<file path="src/rtl/lane_queue_encoder_if.sv">
// Sensor-side bus of lane_queue_encoder.
//   arr/dep/emg_req : per-road detector pulses (road a,b,c,d = bit 0..3)
//   a1..d3          : registered thermometer queue levels per road
//   ss1..ss4        : one-hot emergency grant
//   ovf             : sticky per-road counter overflow
//   busy            : grant held or request pending
// slave = encoder side, master = detector/controller side.
interface lane_queue_encoder_if;
  logic [3:0] arr, dep, emg_req;
  logic       a1, a2, a3, b1, b2, b3, c1, c2, c3, d1, d2, d3;
  logic       ss1, ss2, ss3, ss4;
  logic [3:0] ovf;
  logic       busy;

  modport slave (
    input  arr, dep, emg_req,
    output a1, a2, a3, b1, b2, b3, c1, c2, c3, d1, d2, d3,
    output ss1, ss2, ss3, ss4, ovf, busy
  );
  modport master (
    output arr, dep, emg_req,
    input  a1, a2, a3, b1, b2, b3, c1, c2, c3, d1, d2, d3,
    input  ss1, ss2, ss3, ss4, ovf, busy
  );
endinterface

</file>
<file path="src/rtl/lane_queue_encoder.sv">
// lane_queue_encoder: per-road saturating vehicle counters with registered
// thermometer levels, plus an emergency-request arbiter that holds one
// ssN grant at a time for HOLD cycles.
//   clock   : system clock, rising edge
//   clear_n : asynchronous active-low reset
//   bus     : lane_queue_encoder_if.slave (detector inputs, level/grant outputs)

// One road: counter, sticky overflow, thermometer level.
module lqe_lane #(
  parameter int CNT_W = 6,
  parameter int TH1   = 4,
  parameter int TH2   = 8,
  parameter int TH3   = 12
) (
  input  logic       clock,
  input  logic       clear_n,
  input  logic       arr,
  input  logic       dep,
  output logic [2:0] lvl,
  output logic       ovf
);
  localparam logic [CNT_W-1:0] CMAX = '1;
  logic [CNT_W-1:0] cnt;

  always_ff @(posedge clock or negedge clear_n) begin
    if (!clear_n) begin
      cnt <= '0;
      lvl <= '0;
      ovf <= 1'b0;
    end else begin
      // Encoded from the counter register, so the level trails the count
      // by one edge and is thermometer-valid by construction.
      lvl <= {cnt >= CNT_W'(TH3), cnt >= CNT_W'(TH2), cnt >= CNT_W'(TH1)};
      if (arr && !dep) begin
        if (cnt == CMAX) ovf <= 1'b1;
        else             cnt <= cnt + 1'b1;
      end else if (dep && !arr && cnt != '0) begin
        cnt <= cnt - 1'b1;
      end
    end
  end
endmodule

module lane_queue_encoder #(
  parameter int CNT_W = 6,
  parameter int TH1   = 4,
  parameter int TH2   = 8,
  parameter int TH3   = 12,
  parameter int HOLD  = 16
) (
  input  logic                 clock,
  input  logic                 clear_n,
  lane_queue_encoder_if.slave  bus
);
  localparam int NUM_LANES = 4;
  localparam int TW = (HOLD > 1) ? $clog2(HOLD) : 1;
  localparam logic [TW-1:0] RELOAD = TW'(HOLD - 1);

  logic [NUM_LANES-1:0][2:0] lvl;
  logic [NUM_LANES-1:0]      ovf;

  for (genvar i = 0; i < NUM_LANES; i++) begin : g_lane
    lqe_lane #(.CNT_W(CNT_W), .TH1(TH1), .TH2(TH2), .TH3(TH3)) u_lane (
      .clock   (clock),
      .clear_n (clear_n),
      .arr     (bus.arr[i]),
      .dep     (bus.dep[i]),
      .lvl     (lvl[i]),
      .ovf     (ovf[i])
    );
  end

  // Emergency arbiter
  typedef enum logic {S_IDLE, S_HOLD} state_t;
  state_t               state;
  logic [NUM_LANES-1:0] ss;     // one-hot current grant
  logic [NUM_LANES-1:0] pend;
  logic [TW-1:0]        timer;
  logic [NUM_LANES-1:0] merged, nxt, req_first;

  // v & -v isolates the lowest set bit: lowest index wins.
  assign req_first = bus.emg_req & (~bus.emg_req + 4'd1);
  assign merged    = pend | bus.emg_req;
  assign nxt       = merged & (~merged + 4'd1);

  always_ff @(posedge clock or negedge clear_n) begin
    if (!clear_n) begin
      state <= S_IDLE;
      ss    <= '0;
      pend  <= '0;
      timer <= '0;
    end else begin
      case (state)
        S_IDLE: if (|bus.emg_req) begin
          ss    <= req_first;
          pend  <= pend | (bus.emg_req & ~req_first);
          timer <= RELOAD;
          state <= S_HOLD;
        end
        S_HOLD: begin
          if (|(bus.emg_req & ss)) begin
            // Retrigger wins over expiry for the granted road.
            timer <= RELOAD;
            pend  <= pend | (bus.emg_req & ~ss);
          end else if (timer == '0) begin
            if (|merged) begin
              // Hand over on the same edge: no idle cycle between grants.
              ss    <= nxt;
              pend  <= merged & ~nxt;
              timer <= RELOAD;
            end else begin
              ss    <= '0;
              state <= S_IDLE;
            end
          end else begin
            timer <= timer - 1'b1;
            pend  <= pend | bus.emg_req;
          end
        end
        default: state <= S_IDLE;
      endcase
    end
  end

  assign bus.busy = (state == S_HOLD) | (|pend);
  assign bus.ovf  = ovf;
  assign {bus.ss4, bus.ss3, bus.ss2, bus.ss1} = ss;
  assign {bus.a3, bus.a2, bus.a1} = lvl[0];
  assign {bus.b3, bus.b2, bus.b1} = lvl[1];
  assign {bus.c3, bus.c2, bus.c1} = lvl[2];
  assign {bus.d3, bus.d2, bus.d1} = lvl[3];
endmodule

</file>
<file path="src/flat_wrapper.sv">
// flat-port wrapper written by rule: the top's interface ports become plain ports
module lane_queue_encoder_flat 
#(
  parameter int CNT_W = 6,
  parameter int TH1   = 4,
  parameter int TH2   = 8,
  parameter int TH3   = 12,
  parameter int HOLD  = 16
)
  (clock, clear_n, bus_arr, bus_dep, bus_emg_req, bus_a1, bus_a2, bus_a3, bus_b1, bus_b2, bus_b3, bus_c1, bus_c2, bus_c3, bus_d1, bus_d2, bus_d3, bus_ss1, bus_ss2, bus_ss3, bus_ss4, bus_ovf, bus_busy);
  lane_queue_encoder_if bus_i ();
  input  logic clock;
  input  logic clear_n;
  input wire logic [$bits(bus_i.arr)-1:0] bus_arr;
  input wire logic [$bits(bus_i.dep)-1:0] bus_dep;
  input wire logic [$bits(bus_i.emg_req)-1:0] bus_emg_req;
  output wire logic [$bits(bus_i.a1)-1:0] bus_a1;
  output wire logic [$bits(bus_i.a2)-1:0] bus_a2;
  output wire logic [$bits(bus_i.a3)-1:0] bus_a3;
  output wire logic [$bits(bus_i.b1)-1:0] bus_b1;
  output wire logic [$bits(bus_i.b2)-1:0] bus_b2;
  output wire logic [$bits(bus_i.b3)-1:0] bus_b3;
  output wire logic [$bits(bus_i.c1)-1:0] bus_c1;
  output wire logic [$bits(bus_i.c2)-1:0] bus_c2;
  output wire logic [$bits(bus_i.c3)-1:0] bus_c3;
  output wire logic [$bits(bus_i.d1)-1:0] bus_d1;
  output wire logic [$bits(bus_i.d2)-1:0] bus_d2;
  output wire logic [$bits(bus_i.d3)-1:0] bus_d3;
  output wire logic [$bits(bus_i.ss1)-1:0] bus_ss1;
  output wire logic [$bits(bus_i.ss2)-1:0] bus_ss2;
  output wire logic [$bits(bus_i.ss3)-1:0] bus_ss3;
  output wire logic [$bits(bus_i.ss4)-1:0] bus_ss4;
  output wire logic [$bits(bus_i.ovf)-1:0] bus_ovf;
  output wire logic [$bits(bus_i.busy)-1:0] bus_busy;
  assign bus_i.arr = bus_arr;
  assign bus_i.dep = bus_dep;
  assign bus_i.emg_req = bus_emg_req;
  assign bus_a1 = bus_i.a1;
  assign bus_a2 = bus_i.a2;
  assign bus_a3 = bus_i.a3;
  assign bus_b1 = bus_i.b1;
  assign bus_b2 = bus_i.b2;
  assign bus_b3 = bus_i.b3;
  assign bus_c1 = bus_i.c1;
  assign bus_c2 = bus_i.c2;
  assign bus_c3 = bus_i.c3;
  assign bus_d1 = bus_i.d1;
  assign bus_d2 = bus_i.d2;
  assign bus_d3 = bus_i.d3;
  assign bus_ss1 = bus_i.ss1;
  assign bus_ss2 = bus_i.ss2;
  assign bus_ss3 = bus_i.ss3;
  assign bus_ss4 = bus_i.ss4;
  assign bus_ovf = bus_i.ovf;
  assign bus_busy = bus_i.busy;
  lane_queue_encoder #(.CNT_W(CNT_W), .TH1(TH1), .TH2(TH2), .TH3(TH3), .HOLD(HOLD)) u_core (.clock(clock), .clear_n(clear_n), .bus(bus_i));
endmodule
</file>
<file path="config.mk">
export PLATFORM = sky130hd
export DESIGN_NAME = lane_queue_encoder_flat
export DESIGN_NICKNAME = d
export VERILOG_FILES = /design/src/rtl/lane_queue_encoder_if.sv /design/src/rtl/lane_queue_encoder.sv /design/src/flat_wrapper.sv
export SDC_FILE = /design/constraint.sdc
export NUM_CORES = 1
export LEC_CHECK = 0
export ABC_AREA = 1
export BUFFER_PORTS_ARGS = -buffer_cell sky130_fd_sc_hd__buf_2
export CORE_MARGIN = 8
export CORE_UTILIZATION = 58
export DETAILED_ROUTE_END_ITERATION = 6
export HOLD_SLACK_MARGIN = 0.15
export PLACE_DENSITY = 0.82
export SLEW_MARGIN = 20
export SYNTH_ARGS = -nofsm -noshare
export SYNTH_HDL_FRONTEND = slang
export SYNTH_SLANG_ARGS = --single-unit
</file>
<file path="constraint.sdc">
create_clock -name clock -period 2.8 [get_ports clock]
set_input_delay 0.42 -clock clock [delete_from_list [all_inputs] [get_ports clock]]
set_output_delay 0.42 -clock clock [all_outputs]
set_load 0.1 [all_outputs]
</file>
==> impl_metrics.env, run 1 <==
export IMPL_drc_errors_left=0
export IMPL_run_status="finished, final reports clean"
export IMPL_layout_cells_most_common="nand2_1"
export IMPL_timing_critical_path_slowest_stage_cell="dfrtp_1"
export IMPL_die_width_um=92.9
export IMPL_number_of_distinct_standard_cells_referenced_by_the_synthesized_netlist=29
export IMPL_postSynthRegisterBits=53
export IMPL_detail_route_antenna_nets=0
export IMPL_rows=28
export IMPL_dominantRegCellSynth="dfrtp_1"
export IMPL_endpoint_kind="output port"
export IMPL_detail_route_iter0_violations=92
export IMPL_synth_async_sr_flop_share=1.00
export IMPL_synth_cells=442
export IMPL_crit_reg2reg_launch="u_core.timer[0]$_DFFE_PN0P_"
export IMPL_holdBufCountCts=1
export IMPL_postCtsResizedCells=0
export IMPL_setup_tns_ns=0
export IMPL_cts_tree="yes"
export IMPL_timing_final_crit_period_ns=2.06
export IMPL_numPlacedInstances=547
export IMPL_hold_viol_final=0
export IMPL_ios=35
export IMPL_worst_path_max_fanout=10
export IMPL_detail_route_first_pass_iterations=4
export IMPL_required_time_reported_for_the_critical_path_endpoint_ns=2.38
export IMPL_area_growth_syn_to_layout_pct=9.78
export IMPL_cts_htree_levels=2
export IMPL_timing_hold_worst_endpoint="u_core.g_lane[0].u_lane.ovf$_DFFE_PN0P_"
export IMPL_drive_gt1_frac=0.170
export IMPL_grt_max_degree=28
export IMPL_cts_root_buffer="clkbuf_8"
export IMPL_critical_path_buf_inv_count=2
export IMPL_grt_pass1_vias=2821
export IMPL_worst_clock_skew_ns=0.00386
export IMPL_dpl_hpwl_um=5430
export IMPL_wirelength_um=6810
export IMPL_crit_path_max_incr_delay_ns=0.59
export IMPL_via_density_per_instance=5.21
export IMPL_dieHeight_um=92.9
export IMPL_criticalPathCategory="flip-flop to output port"
export IMPL_netlist_area_sq_um=3430
export IMPL_max_freq_ghz=0.484
export IMPL_rrSetupSlack_ns=1.24
export IMPL_area_enclosed_by_the_die_boundary_sq_um=8630
export IMPL_synth_enable_flop_cells=0
export IMPL_hold_slack_ns=0.477
export IMPL_num_cts_buffers=5
export IMPL_rsz_0062_raised_after_global_routing="no"
export IMPL_tightestPinTransition_ns=0.615
export IMPL_antenna_cells=0
export IMPL_power_density_nw_per_um2=1210
export IMPL_final_cell_count_no_fill=556
export IMPL_gp_congestion=0.868
export IMPL_crit_path_cell_trace="inv_2 > nand3_1 > buf_2"
export IMPL_design_area_sq_um=3760
export IMPL_dpl_instance_area_sq_um=3670
export IMPL_holdPathStages=1
export IMPL_timing_reg2reg_worst_path_depth=9
export IMPL_grt_pass1_wl_um=12200
export IMPL_max_clock_path_buffers=2
export IMPL_hold_path_class="flip-flop to flip-flop"
export IMPL_clock_sink_count=53
export IMPL_synthesis_nets=478
export IMPL_finish_net_count=516
export IMPL_groute_usage_overall=0.169
export IMPL_filler_cell_count=534
export IMPL_synth_seq_area_share=0.387
export IMPL_startpoint_of_the_worst_hold_path="u_core.g_lane[0].u_lane.ovf$_DFFE_PN0P_"
export IMPL_grt_antenna_before_repair=0
export IMPL_post_cts_buffers=0
export IMPL_via_count=2898
export IMPL_floorplan_core_area_sq_um=5820
export IMPL_timing_critical_path_arrival_ns=1.64
export IMPL_grt_overflow_total=0
export IMPL_irDropWorstVdd_v=0.000568
export IMPL_worst_skew_pair_late_latency_ns=0.30
export IMPL_syn_mean_instance_area_sq_um=7.76
export IMPL_synth_warnings=0
export IMPL_cap_viol_max_count=0
export IMPL_p_total_mw=4.57
export IMPL_most_common_layout_cells="nand2_1, nand3_1, dfrtp_1, inv_1, buf_2"
export IMPL_floorplan_initialDensity=0.590
export IMPL_critical_path_depth=3
export IMPL_startpoint_class_of_the_critical_path="flip-flop"
export IMPL_leakage_nw=1.98
export IMPL_worst_path_dominant_cell_family="buffers and inverters"
export IMPL_clk_pin_slew_ns=0.09
export IMPL_io_buffer_count=34
export IMPL_final_max_slew_viol_count=0
export IMPL_detail_route_wl_per_cell_um=12.3
export IMPL_report_final_setup_viol=0
export IMPL_slew_headroom=0.590
export IMPL_r2r_end="u_core.timer[1]$_DFFE_PN0P_"
export IMPL_post_route_period_util=0.737
[cells in the mapped netlist, drive strengths merged (5+ instances only)]
master  instances  area share
nand3          57       0.085
inv            57       0.062
nor2           30       0.043
dfrtp          53        0.39
buf             5       0.012
o211ai          5       0.011
ha             18       0.066
nand2         152        0.18
nand3b          6       0.013
o21ai          17       0.038
xor2           10       0.026
a21oi          12       0.018
or2             5       0.011
[per-layer routing]
metal | up-vias | GRT usage | share of wire
li1 | 1487 | - | -
met1 | 1353 | 0.191 | 0.43
met2 | 51 | 0.314 | 0.52
met3 | 7 | 0.0316 | 0.040
met4 | 0 | 0.0456 | 0.011
met5 | - | 0 | 0
[cell families after synthesis]
family | count (synthesis) | synth area share
simple gates | 255 | 0.344
buf+inv | 62 | 0.0745
compound gates | 38 | 0.0752
flops | 53 | 0.387
fa+ha+maj | 22 | 0.0891
xor+xnor | 12 | 0.0307
[sequential cells by signal, indices dropped and copies added (netlist names)]
name / flops
u_core.g_lane.u_lane.cnt: 24
u_core.timer: 4
u_core.state: 1
u_core.g_lane.u_lane.ovf: 4
u_core.ss: 4
u_core.g_lane.u_lane.lvl: 12
u_core.pend: 4
[worst max-delay path by stage]
stage / end / startpoint / slack, ns
CTS: bus_busy / u_core.state$_DFF_PN0_ / 0.74
finish: bus_busy / u_core.state$_DFF_PN0_ / 0.74
detailed placement: u_core.g_lane[1].u_lane.cnt[5]$_DFFE_PN0P_ / bus_dep[1] / 0.79
floorplan: bus_busy / u_core.state$_DFF_PN0_ / 1.0
global route: bus_busy / u_core.state$_DFF_PN0_ / 0.64
global placement: u_core.g_lane[2].u_lane.cnt[5]$_DFFE_PN0P_ / bus_dep[2] / 0.88
[power breakdown]
part	leakage (nW)	switching [mW]	internal [mW]
registers	0.611	0.318	1.10
clock network	0.0450	0.249	0.174
logic	1.33	1.92	0.812
total	1.98	2.48	2.09
[stage by stage]
step	worst slack, ns	util
finish	0.735	0.647
global route	0.641	0.647
detailed placement	0.790	0.631
CTS	0.736	0.647
floorplan	1.00	-
global placement	0.884	0.631
[cell type report]
type	instances	area, sq um	area share
well taps	75	93.8	0.0249
multi-input cells	327	1850	0.491
repair buffers	36	200	0.0532
flip-flops and latches	53	1330	0.352
clock buffers	6	72.6	0.0193
inverters	57	214	0.0568
clock inverters	2	10.0	0.00266
No activity file was read; power rests on OpenSTA's default activity.
==> run 2: changes to the inputs <==
CORE_UTILIZATION = 54   (was 58)
PLACE_DENSITY = 0.8   (was 0.82)
clock period = 1.7 ns   (was 2.8 ns; I/O delays follow)
==> impl_metrics.env, run 2 (synthesis gave the netlist of run 1 again) <==
export IMPL_registers_top_by_ff_count="u_core.g_lane.u_lane.cnt"
export IMPL_via_count=2882
export IMPL_io_buffer_count=34
export IMPL_timing_critical_path_slowest_stage_cell="dfrtp_1"
export IMPL_cts_root_buffer="clkbuf_8"
export IMPL_max_freq_ghz=0.661
export IMPL_postCtsResizedCells=0
export IMPL_wirelength_um=6830
export IMPL_drc_errors_left=0
export IMPL_detail_route_wl_per_cell_um=12.1
export IMPL_drive_gt1_frac=0.184
export IMPL_timing_critical_path_arrival_ns=1.26
export IMPL_finish_net_count=524
export IMPL_rsz_0062_raised_after_global_routing="no"
export IMPL_grt_max_degree=26
export IMPL_endpoint_kind="output port"
export IMPL_gp_congestion=0.909
export IMPL_required_time_reported_for_the_critical_path_endpoint_ns=1.44
export IMPL_detail_route_iter0_violations=99
export IMPL_final_max_slew_viol_count=0
export IMPL_criticalPathCategory="flip-flop to output port"
export IMPL_area_enclosed_by_the_die_boundary_sq_um=9150
export IMPL_groute_usage_overall=0.165
export IMPL_crit_path_cell_trace="nor3_1 > nand3_1 > buf_12"
export IMPL_num_cts_buffers=5
export IMPL_startpoint_class_of_the_critical_path="flip-flop"
export IMPL_tightestPinTransition_ns=0.523
export IMPL_clock_sink_count=53
export IMPL_run_status="finished, final reports clean"
export IMPL_dpl_hpwl_um=5380
export IMPL_detail_route_first_pass_iterations=4
export IMPL_grt_overflow_total=0
export IMPL_report_final_setup_viol=0
export IMPL_design_area_sq_um=3850
export IMPL_leakage_nw=2.03
export IMPL_via_density_per_instance=5.10
export IMPL_grt_pass1_vias=2824
export IMPL_power_density_nw_per_um2=1970
export IMPL_largest_register_ff_count=24
export IMPL_crit_path_max_incr_delay_ns=0.43
export IMPL_worst_path_max_fanout=4
export IMPL_grt_pass1_wl_um=12100
export IMPL_floorplan_core_area_sq_um=6240
export IMPL_detail_route_antenna_nets=0
export IMPL_max_clock_path_buffers=2
export IMPL_clk_pin_slew_ns=0.09
export IMPL_slew_headroom=0.652
export IMPL_irDropWorstVdd_v=0.000973
export IMPL_hold_viol_final=0
export IMPL_cap_viol_max_count=0
export IMPL_dieHeight_um=95.7
export IMPL_area_growth_syn_to_layout_pct=12.3
export IMPL_largest_registers="u_core.g_lane.u_lane.cnt x24, u_core.g_lane.u_lane.lvl x12"
export IMPL_cts_tree="yes"
export IMPL_die_width_um=95.7
export IMPL_timing_final_crit_period_ns=1.51
export IMPL_antenna_cells=0
export IMPL_post_route_period_util=0.890
export IMPL_rrSetupSlack_ns=0.20
export IMPL_most_common_layout_cells="nand2_1, nand3_1, dfrtp_1, inv_1, buf_2"
export IMPL_setup_tns_ns=0
export IMPL_hold_path_class="input pin to flip-flop"
export IMPL_rows=29
export IMPL_dpl_instance_area_sq_um=3750
export IMPL_ios=35
export IMPL_worst_clock_skew_ns=0.0116
export IMPL_layout_cells_most_common="nand2_1"
export IMPL_worst_skew_pair_late_latency_ns=0.30
export IMPL_grt_antenna_before_repair=0
export IMPL_floorplan_initialDensity=0.549
export IMPL_cts_htree_levels=2
-- run 2: cell count changes in the layout (fill, tap and decap cells not counted), sizes merged --
cell / change
buf: +8
clkinv: -2
clkinvlp: +1
-- run 2: worst max-delay path: cells and delay by family, from the launching register on --
family,cells,cell delay (ns)
AND/OR/NAND/NOR,2,0.33
buffers and inverters,1,0.19
flip-flops,1,0.43
-- run 2: stage by stage --
step	power, mW	hold WS [ns]	cells	utilization	setup slack [ns]
finish	7.58	0.339	565	0.617	0.187
detailed placement	6.89	0.261	557	0.601	0.00235
global route	8.22	0.356	565	0.617	0.00652
floorplan	6.03	-0.0406	442	-	0.0410
global placement	6.75	0.249	557	0.601	0.0400
CTS	7.62	0.337	565	0.617	0.168
-- run 2: cell type report --
cell class                 instances  area (sq um)
fill                             546          2390
tap                               77          96.3
timing repair buffer              44           275
multi-input combinational        327          1850
inverter                          57           214
clock buffer                       6          82.6
sequential                        53          1330
clock inverter                     1          7.51
-- run 2: timing repair --
action | CTS | global route
endpoints found under the hold margin | 19 | 0
hold buffers | 1 | 0
buffers inserted | 0 | 0
-- run 2: path summary, 6_finish.rpt --
| kind | to | from | cells past startpoint |
|---|---|---|---|
| max in group asynchronous | u_core.g_lane[2].u_lane.ovf$_DFFE_PN0P_ | clear_n | 3 |
| min in group asynchronous | u_core.ss[2]$_DFFE_PN0P_ | clear_n | 2 |
| max | bus_busy | u_core.pend[0]$_DFFE_PN0P_ | 3 |
| min reg2reg | u_core.g_lane[2].u_lane.ovf$_DFFE_PN0P_ | u_core.g_lane[2].u_lane.ovf$_DFFE_PN0P_ | 1 |
| max reg2reg | u_core.timer[1]$_DFFE_PN0P_ | u_core.timer[0]$_DFFE_PN0P_ | 9 |
| min | u_core.ss[3]$_DFFE_PN0P_ | bus_emg_req[3] | 5 |
-- run 2: power by group --
part / leakage [nW] / internal [mW] / switching (mW)
sequential: 0.611 / 1.81 / 0.541
clock: 0.0433 / 0.322 / 0.390
combinational: 1.37 / 1.36 / 3.15
-- run 2: routing by layer --
| layer | part of all wire | routed length, um | vias to the layer above | GRT usage |
|---|---|---|---|---|
| met5 | 0 | 0 | - | 0 |
| met4 | 0.012 | 85 | 0 | 0.0589 |
| met3 | 0.039 | 266 | 7 | 0.0236 |
| met2 | 0.49 | 3360 | 42 | 0.286 |
| met1 | 0.46 | 3120 | 1333 | 0.203 |
| li1 | - | - | 1500 | - |
